`config.mk`:
```
export PLATFORM = sky130hd
export DESIGN_NAME = mem_dump_reader_flat
export DESIGN_NICKNAME = d
export VERILOG_FILES = /design/src/rtl/mem_dump_reader_if.sv /design/src/rtl/mem_dump_reader.sv /design/src/flat_wrapper.sv
export SDC_FILE = /design/constraint.sdc
export NUM_CORES = 1
export LEC_CHECK = 0
export BUFFER_PORTS_ARGS = -buffer_cell sky130_fd_sc_hd__clkbuf_2
export CELL_PAD_IN_SITES_DETAIL_PLACEMENT = 0
export CELL_PAD_IN_SITES_GLOBAL_PLACEMENT = 2
export CORE_ASPECT_RATIO = 0.5
export CORE_UTILIZATION = 27
export CTS_CLUSTER_SIZE = 14
export DETAILED_ROUTE_END_ITERATION = 10
export GPL_TIMING_DRIVEN = 1
export HOLD_SLACK_MARGIN = 0.1
export PLACE_DENSITY = 0.85
export RECOVER_POWER = 25
export SETUP_SLACK_MARGIN = 0.02
export SLEW_MARGIN = 20
export SYNTH_ARGS = -nofsm -noshare
export SYNTH_HDL_FRONTEND = slang
export SYNTH_SLANG_ARGS = --single-unit
```
`constraint.sdc`:
```
create_clock -name i_clock -period 2.4 [get_ports i_clock]
set_clock_uncertainty 0.05 [all_clocks]
set_input_delay 0.72 -clock i_clock [delete_from_list [all_inputs] [get_ports i_clock]]
set_output_delay 0.72 -clock i_clock [all_outputs]
set_load 0.03 [all_outputs]
```
`src/rtl/mem_dump_reader_if.sv`:
```
// Memory read port and byte-stream signals shared by the dump reader and its
// memory/UART neighbours; master is the reader side.
interface mem_dump_reader_if #(
    parameter int DATA_WIDTH = 32
);
    logic [DATA_WIDTH-1:0] i_mem_data;
    logic                  i_tx_ready;
    logic [DATA_WIDTH-1:0] o_mem_address;
    logic                  o_mem_read;
    logic [1:0]            o_mem_size;
    logic                  o_mem_signed;
    logic [7:0]            o_tx_data;
    logic                  o_tx_valid;

    modport master (
        input  i_mem_data, i_tx_ready,
        output o_mem_address, o_mem_read, o_mem_size, o_mem_signed, o_tx_data, o_tx_valid
    );

    modport slave (
        output i_mem_data, i_tx_ready,
        input  o_mem_address, o_mem_read, o_mem_size, o_mem_signed, o_tx_data, o_tx_valid
    );
endinterface

```
`src/rtl/mem_dump_reader.sv`:
```
// Walks data memory from address 0 and streams each word MSB-first as bytes
// to the debug UART transmitter.
//
// state   | meaning
// IDLE    | waiting for i_start
// ADDR    | word address driven, read strobe high
// CAPTURE | read held, memory data loaded into the shift register
// SEND    | presenting bytes on the tx stream, stalls on !i_tx_ready
// DONE    | one-cycle completion pulse
module mem_dump_reader #(
    parameter int         DATA_WIDTH = 32,
    parameter int         NUM_WORDS  = 32,
    parameter logic [1:0] SIZE_WORD  = 2'b11
) (
    input  logic                      i_clock,
    input  logic                      i_reset,
    input  logic                      i_start,
    mem_dump_reader_if.master         bus,
    output logic                      o_busy,
    output logic                      o_done
);
    localparam int IDX_W = $clog2(NUM_WORDS) + 1;
    localparam logic [IDX_W-1:0] LAST_IDX = IDX_W'(NUM_WORDS - 1);

    typedef enum logic [2:0] {
        S_IDLE    = 3'd0,
        S_ADDR    = 3'd1,
        S_CAPTURE = 3'd2,
        S_SEND    = 3'd3,
        S_DONE    = 3'd4
    } state_t;

    state_t                state_q, state_d;
    logic [IDX_W-1:0]      word_idx_q, word_idx_d;
    logic [1:0]            byte_cnt_q, byte_cnt_d;
    logic [DATA_WIDTH-1:0] shift_q, shift_d;

    always_ff @(posedge i_clock) begin
        if (i_reset) begin
            state_q    <= S_IDLE;
            word_idx_q <= '0;
            byte_cnt_q <= '0;
            shift_q    <= '0;
        end else begin
            state_q    <= state_d;
            word_idx_q <= word_idx_d;
            byte_cnt_q <= byte_cnt_d;
            shift_q    <= shift_d;
        end
    end

    always_comb begin
        state_d    = state_q;
        word_idx_d = word_idx_q;
        byte_cnt_d = byte_cnt_q;
        shift_d    = shift_q;
        case (state_q)
            S_IDLE: begin
                if (i_start) begin
                    state_d    = S_ADDR;
                    word_idx_d = '0;
                end
            end
            S_ADDR: state_d = S_CAPTURE;
            S_CAPTURE: begin
                shift_d    = bus.i_mem_data;
                byte_cnt_d = '0;
                state_d    = S_SEND;
            end
            S_SEND: begin
                // Nothing advances until the sink takes the current byte.
                if (bus.i_tx_ready) begin
                    shift_d = shift_q << 8;
                    if (byte_cnt_q == 2'd3) begin
                        if (word_idx_q == LAST_IDX) begin
                            state_d = S_DONE;
                        end else begin
                            word_idx_d = word_idx_q + 1'b1;
                            state_d    = S_ADDR;
                        end
                    end else begin
                        byte_cnt_d = byte_cnt_q + 2'd1;
                    end
                end
            end
            S_DONE: begin
                word_idx_d = '0;
                state_d    = S_IDLE;
            end
            default: state_d = S_IDLE;
        endcase
    end

    always_comb begin
        bus.o_mem_address = DATA_WIDTH'(word_idx_q) << 2;
        bus.o_mem_size    = SIZE_WORD;
        bus.o_mem_signed  = 1'b0;
        bus.o_mem_read    = (state_q == S_ADDR) || (state_q == S_CAPTURE);
        bus.o_tx_valid    = (state_q == S_SEND);
        bus.o_tx_data     = (state_q == S_SEND) ? shift_q[DATA_WIDTH-1 -: 8] : 8'h00;
        o_busy            = (state_q != S_IDLE);
        o_done            = (state_q == S_DONE);
    end
endmodule

```
`src/flat_wrapper.sv`:
```
// flat-port wrapper written by rule: the top's interface ports become plain ports
module mem_dump_reader_flat 
#(
    parameter int         DATA_WIDTH = 32,
    parameter int         NUM_WORDS  = 32,
    parameter logic [1:0] SIZE_WORD  = 2'b11
)
  (i_clock, i_reset, i_start, o_busy, o_done, bus_i_mem_data, bus_i_tx_ready, bus_o_mem_address, bus_o_mem_read, bus_o_mem_size, bus_o_mem_signed, bus_o_tx_data, bus_o_tx_valid);
  mem_dump_reader_if #(.DATA_WIDTH(DATA_WIDTH)) bus_i ();
  input  logic i_clock;
  input  logic i_reset;
  input  logic i_start;
  output logic o_busy;
  output logic o_done;
  input wire logic [$bits(bus_i.i_mem_data)-1:0] bus_i_mem_data;
  input wire logic [$bits(bus_i.i_tx_ready)-1:0] bus_i_tx_ready;
  output wire logic [$bits(bus_i.o_mem_address)-1:0] bus_o_mem_address;
  output wire logic [$bits(bus_i.o_mem_read)-1:0] bus_o_mem_read;
  output wire logic [$bits(bus_i.o_mem_size)-1:0] bus_o_mem_size;
  output wire logic [$bits(bus_i.o_mem_signed)-1:0] bus_o_mem_signed;
  output wire logic [$bits(bus_i.o_tx_data)-1:0] bus_o_tx_data;
  output wire logic [$bits(bus_i.o_tx_valid)-1:0] bus_o_tx_valid;
  assign bus_i.i_mem_data = bus_i_mem_data;
  assign bus_i.i_tx_ready = bus_i_tx_ready;
  assign bus_o_mem_address = bus_i.o_mem_address;
  assign bus_o_mem_read = bus_i.o_mem_read;
  assign bus_o_mem_size = bus_i.o_mem_size;
  assign bus_o_mem_signed = bus_i.o_mem_signed;
  assign bus_o_tx_data = bus_i.o_tx_data;
  assign bus_o_tx_valid = bus_i.o_tx_valid;
  mem_dump_reader #(.DATA_WIDTH(DATA_WIDTH), .NUM_WORDS(NUM_WORDS), .SIZE_WORD(SIZE_WORD)) u_core (.i_clock(i_clock), .i_reset(i_reset), .i_start(i_start), .bus(bus_i), .o_busy(o_busy), .o_done(o_done));
endmodule
```
Yosys cells after proc, flatten, opt, wreduce, memory -nomap -nowiden:

Cells that the tools add are included.

* equal/unequal tests: 11
* muxes and demuxes: 16
* reduce and logical (&&, ||, !) cells: 9
* add/subtract/negate cells: 2

Operator list (number)
* case mux 32 bit (2 select lines): 1
* 2-to-1 mux 32 bit: 1
* 2-to-1 mux 6 bit: 4
* case mux 6 bit (3 select lines): 1
* 2-to-1 mux 3 bit: 4
* case mux 3 bit (4 select lines): 1
* 2-to-1 mux 8 bit: 1
* != test 2 bit, second input constant: 4
* adder 6 x 1 -> 6 bit, second input constant: 1
* equality test 3 x 2 -> 1 bit, second input constant: 2
* equality test 6 x 5 -> 1 bit, second input constant: 1
* AND reduction 3 bit: 2
* nonzero test 3 bit: 2
* AND reduction 5 bit: 1
* 2-to-1 mux 2 bit: 2
* case mux 2 bit (2 select lines): 1
* equality test 3 x 1 -> 1 bit, second input constant: 1
* equality test 3 bit, second input constant: 1
* logical NOT 3 bit: 1
* adder 2 x 1 -> 2 bit, second input constant: 1
* equality test 2 bit, second input constant: 1
* != test 2 x 1 -> 1 bit, second input constant: 1
* AND reduction 2 bit: 1
* nonzero test 2 bit: 1
* logical OR 1 bit: 1

* bits in registers: 43
* bits of input ports: 36
* logic and storage cells: 42
* output and inout port bits: 47

Depth between registers and ports, before layout:

* word-level depth: 5
* depth in mapped cells: 6
* gate-level depth less buffers: 5

Least setup slack after synthesis:

OpenSTA, ideal clock, no wires.

* kind: reg2out
* from: register u_core.state_q[1]
* to: output port bus_o_tx_data[0]
* data arrival time: 1.636 ns
* stages on the path, launching flop included: 6
* path slack: -0.006 ns
* path through: dfxtp_1 -> nand2b_2 -> or2_1 -> inv_2 -> clkbuf_1 -> and2_1

* longest elaborated chain between the ends: 2

RTL lines
* start: declaration: line mem_dump_reader.sv:33 `state_t state_q, state_d;`
* start signal: assignment: line mem_dump_reader.sv:45 `state_q <= state_d;`
* equality test 3 x 2 -> 1 bit
* named net bus_o_tx_valid: line flat_wrapper.sv:22 `output wire logic [$bits(bus_i.o_tx_valid)-1:0] bus_o_tx_valid;`
* 2-to-1 mux 8 bit: line mem_dump_reader.sv:100 `bus.o_tx_data = (state_q == S_SEND) ? shift_q[DATA_WIDTH-1 -: 8] : 8'h00;`
* end: declaration: line flat_wrapper.sv:21 `output wire logic [$bits(bus_i.o_tx_data)-1:0] bus_o_tx_data;`

The timed path passes the listed nets, and every way through them passes these cells.

Worst setup path after layout:

* from: register u_core.state_q[2]
* to: output port bus_o_tx_data[4]

* longest elaborated chain between the ends: 2

RTL lines (line)
* equality test 3 x 2 -> 1 bit: mem_dump_reader.sv:100
* 2-to-1 mux 8 bit: mem_dump_reader.sv:100

Every way passes these cells.

==> impl_metrics.ini <==
[status]
status = complete, no violations

[global_route]
use_met2_pct = 17.6
grt_pass1_wl_um = 7970
gr-total-overflow = 0
grt_pass1_vias = 1612
track_usage_pct = 12.2
grtUsageMet3_pct = 3.42
grt_max_degree = 49
antenna_found_initial = 0
grt.busiest_layer = met2
gr-usage-met1_pct = 17.3

[clock_tree]
cts_tree = yes
cts_max_level = 2
cts_max_path_buffers = 2
worstSkewPairLatency_ns = 0.27
clock-root-buffer = clkbuf_16
cts_num_sinks = 43
cts_buffers = 5
hold_buffers = 0
path_clk_slew_ns = 0.06

[critical_path]
worst_path_largest_cell_delay_ns = 0.31
criticalPathCategory = reg2out
worstReg2RegStart = u_core.state_q[2]
r2r.worst_path.cells = 6
regToRegEndpoint = u_core.shift_q[17]
startpoint_type = flop
path_cells = nand2b_2 -> or2_1 -> clkinv_4 -> and2_1 -> clkbuf_2
cp.arrival_ns = 1.50
reg2reg_slack_ns = 0.39
cp.required_ns = 1.63
cp_slowest_cell = dfxtp_1
critPathMaxFanout = 18
cp-end-kind = primary output

[routing]
drtAntennaViolNets = 0
wl_um = 4970
num_vias = 1856
viasPerCell = 4.39
drc = 0
dr.pass1.iters = 4
wl_per_cell_um = 11.8
drtIter0Drc = 114

[synth]
yosysTopAreaCell = dfxtp_1
syn_inst = 267
yosysSeqAreaShare_pct = 39.9
synthAdderAreaFrac_pct = 1.16
synth_area_um2 = 2160
yosysWarningCount = 0
async_flop_share_pct = 0
ys_types = 38
synth_top_family_by_area = simple AND/OR/NAND/NOR gates
synth.area.top_cells = dfxtp_1 40%, buf_4 10%, a311oi_1 9.7%
avgSynthCellArea_um2 = 8.09
netlist.area_leader.share_pct = 39.9
synth_compound_area_share_pct = 19.4
synth_edf_count = 0
yosys.area_share.simple_pct = 23.6
synth-main-ff-cell = dfxtp_1
yosys.area_share.xor_xnor_pct = 0.406
synthMuxAreaShare_pct = 0.985
ys_ff_latch = 43

[min_path]
min_from = u_core.shift_q[12]
hold_depth = 2
min_path_type = reg2reg
worstHoldEndpoint = u_core.shift_q[20]

[final_layout]
fin_area_um2 = 2590
regArea_um2 = 862
finalNetCount = 352
diodes = 0
layout-drive-gt1-share_pct = 23.2
syn_to_final_growth_pct = 19.8
final_util_pct = 34.3
final_common_cell = clkbuf_2
mostFrequentLayoutCells = 55 x clkbuf_2, 49 x nand2_1, 42 x dfxtp_1
fill_cells = 822
multi_input_area_um2 = 1100

[floorplan]
die_y_um = 65.2
die_area_um2 = 8380
start_util_pct = 28.6
die_w_um = 128
pin_count = 83
placementRows = 22
placeableCoreArea_um2 = 7540

[power_and_ir_drop]
peakVddDrop_mv = 0.274
p_leak_nw = 1.11
power_mw = 1.75
p_per_area_nw_per_um2 = 677

[sta]
max_freq_mhz = 441
rsz0062_at_grt = no
slew_headroom_pct = 42.3
finalCriticalPeriod_ns = 2.27
period_share_pct = 94.4
worstMarginPinSlew_ns = 0.866
setup_violations = 0
finalMaxSlewViolations = 0
hold_viol = 0
fin_setup_tns_ns = 0

[job]
cap_violations = 0

[placement]
dp.final_hpwl_um = 3630
post_dp_cell_area_um2 = 2440
port_buffers = 53
place.gp.congestion = 0.675
[cells by family after synthesis]
| family | Yosys count |
|---|---|
| buf+inv | 51 |
| compound gates | 51 |
| simple gates | 115 |
| xor+xnor | 1 |
| other cells | 2 |
| flops | 43 |
| fa+ha+maj | 2 |
| mux | 2 |
[worst max-delay path, delay by kind of cell, from the launching register on]
family,cells,cell delay (ns)
buf+inv,2,0.33
flops,1,0.31
simple gates,3,0.59
[flip-flops by register name, indices dropped and copies added, names as in the netlist]
signal / cells
u_core.word_idx_q: 6
u_core.state_q: 3
u_core.shift_q: 32
u_core.byte_cnt_q: 2
[power breakdown]
part           switching, mW  total, mW  internal [mW]
Clock                  0.243      0.685          0.442
Sequential            0.0274      0.790          0.762
Combinational          0.189      0.276         0.0873
[area by class of cell]
class,instances,area share (%)
clock buffer,8,6.05
timing repair buffer,60,11.9
tap,108,5.22
inverter,4,0.774
sequential,43,33.3
multi-input combinational,200,42.7
[worst max path at each step]
stage | start | endpoint | slack, ns | depth (start not counted)
3_5_place_dp | u_core.state_q[1] | bus_o_tx_data[4] | 0.23 | 5
6_report | u_core.state_q[2] | bus_o_tx_data[4] | 0.13 | 5
5_1_grt | u_core.state_q[2] | bus_o_tx_data[4] | 0.03 | 5
4_1_cts | u_core.state_q[2] | bus_o_tx_data[4] | 0.07 | 5
2_1_floorplan | u_core.state_q[1] | bus_o_tx_data[0] | 0.20 | 5
3_3_place_gp | u_core.state_q[1] | bus_o_tx_data[7] | 0.29 | 5
[what timing repair did]
| action | CTS | global route |
|---|---|---|
| endpoints found under the setup margin | 8 | 8 |
| buffers inserted | 0 | 0 |
| gates resized for setup | 2 | 1 |
[per-stage QoR]
stage               setup WS [ns]  hold slack, ns  instances
finish                      0.134           0.428        423
global route               0.0252           0.448        423
CTS                        0.0742           0.431        423
detailed placement          0.230           0.423        415
global placement            0.294           0.418        415
floorplan                   0.198           0.405        294
[cell usage after synthesis, drive strengths merged (2+ instances only)]
cell    number
inv          4
and2         9
a31oi        4
nand2       49
dfxtp       43
ha           2
nor4         2
nor2        38
nand3        2
and3         2
nand2b       2
a311oi      24
a21oi        6
buf         37
conb         2
or3          5
clkbuf      10
a22oi       10
[metal layers]
layer	vias to the layer above	wire length, um	share of wire [%]
li1	968	-	-
met1	823	2610	52
met2	60	2000	40
met3	5	314	6.3
met4	0	45	0.91
met5	-	0	0
Note: power is estimated with default switching activity, not from simulation.
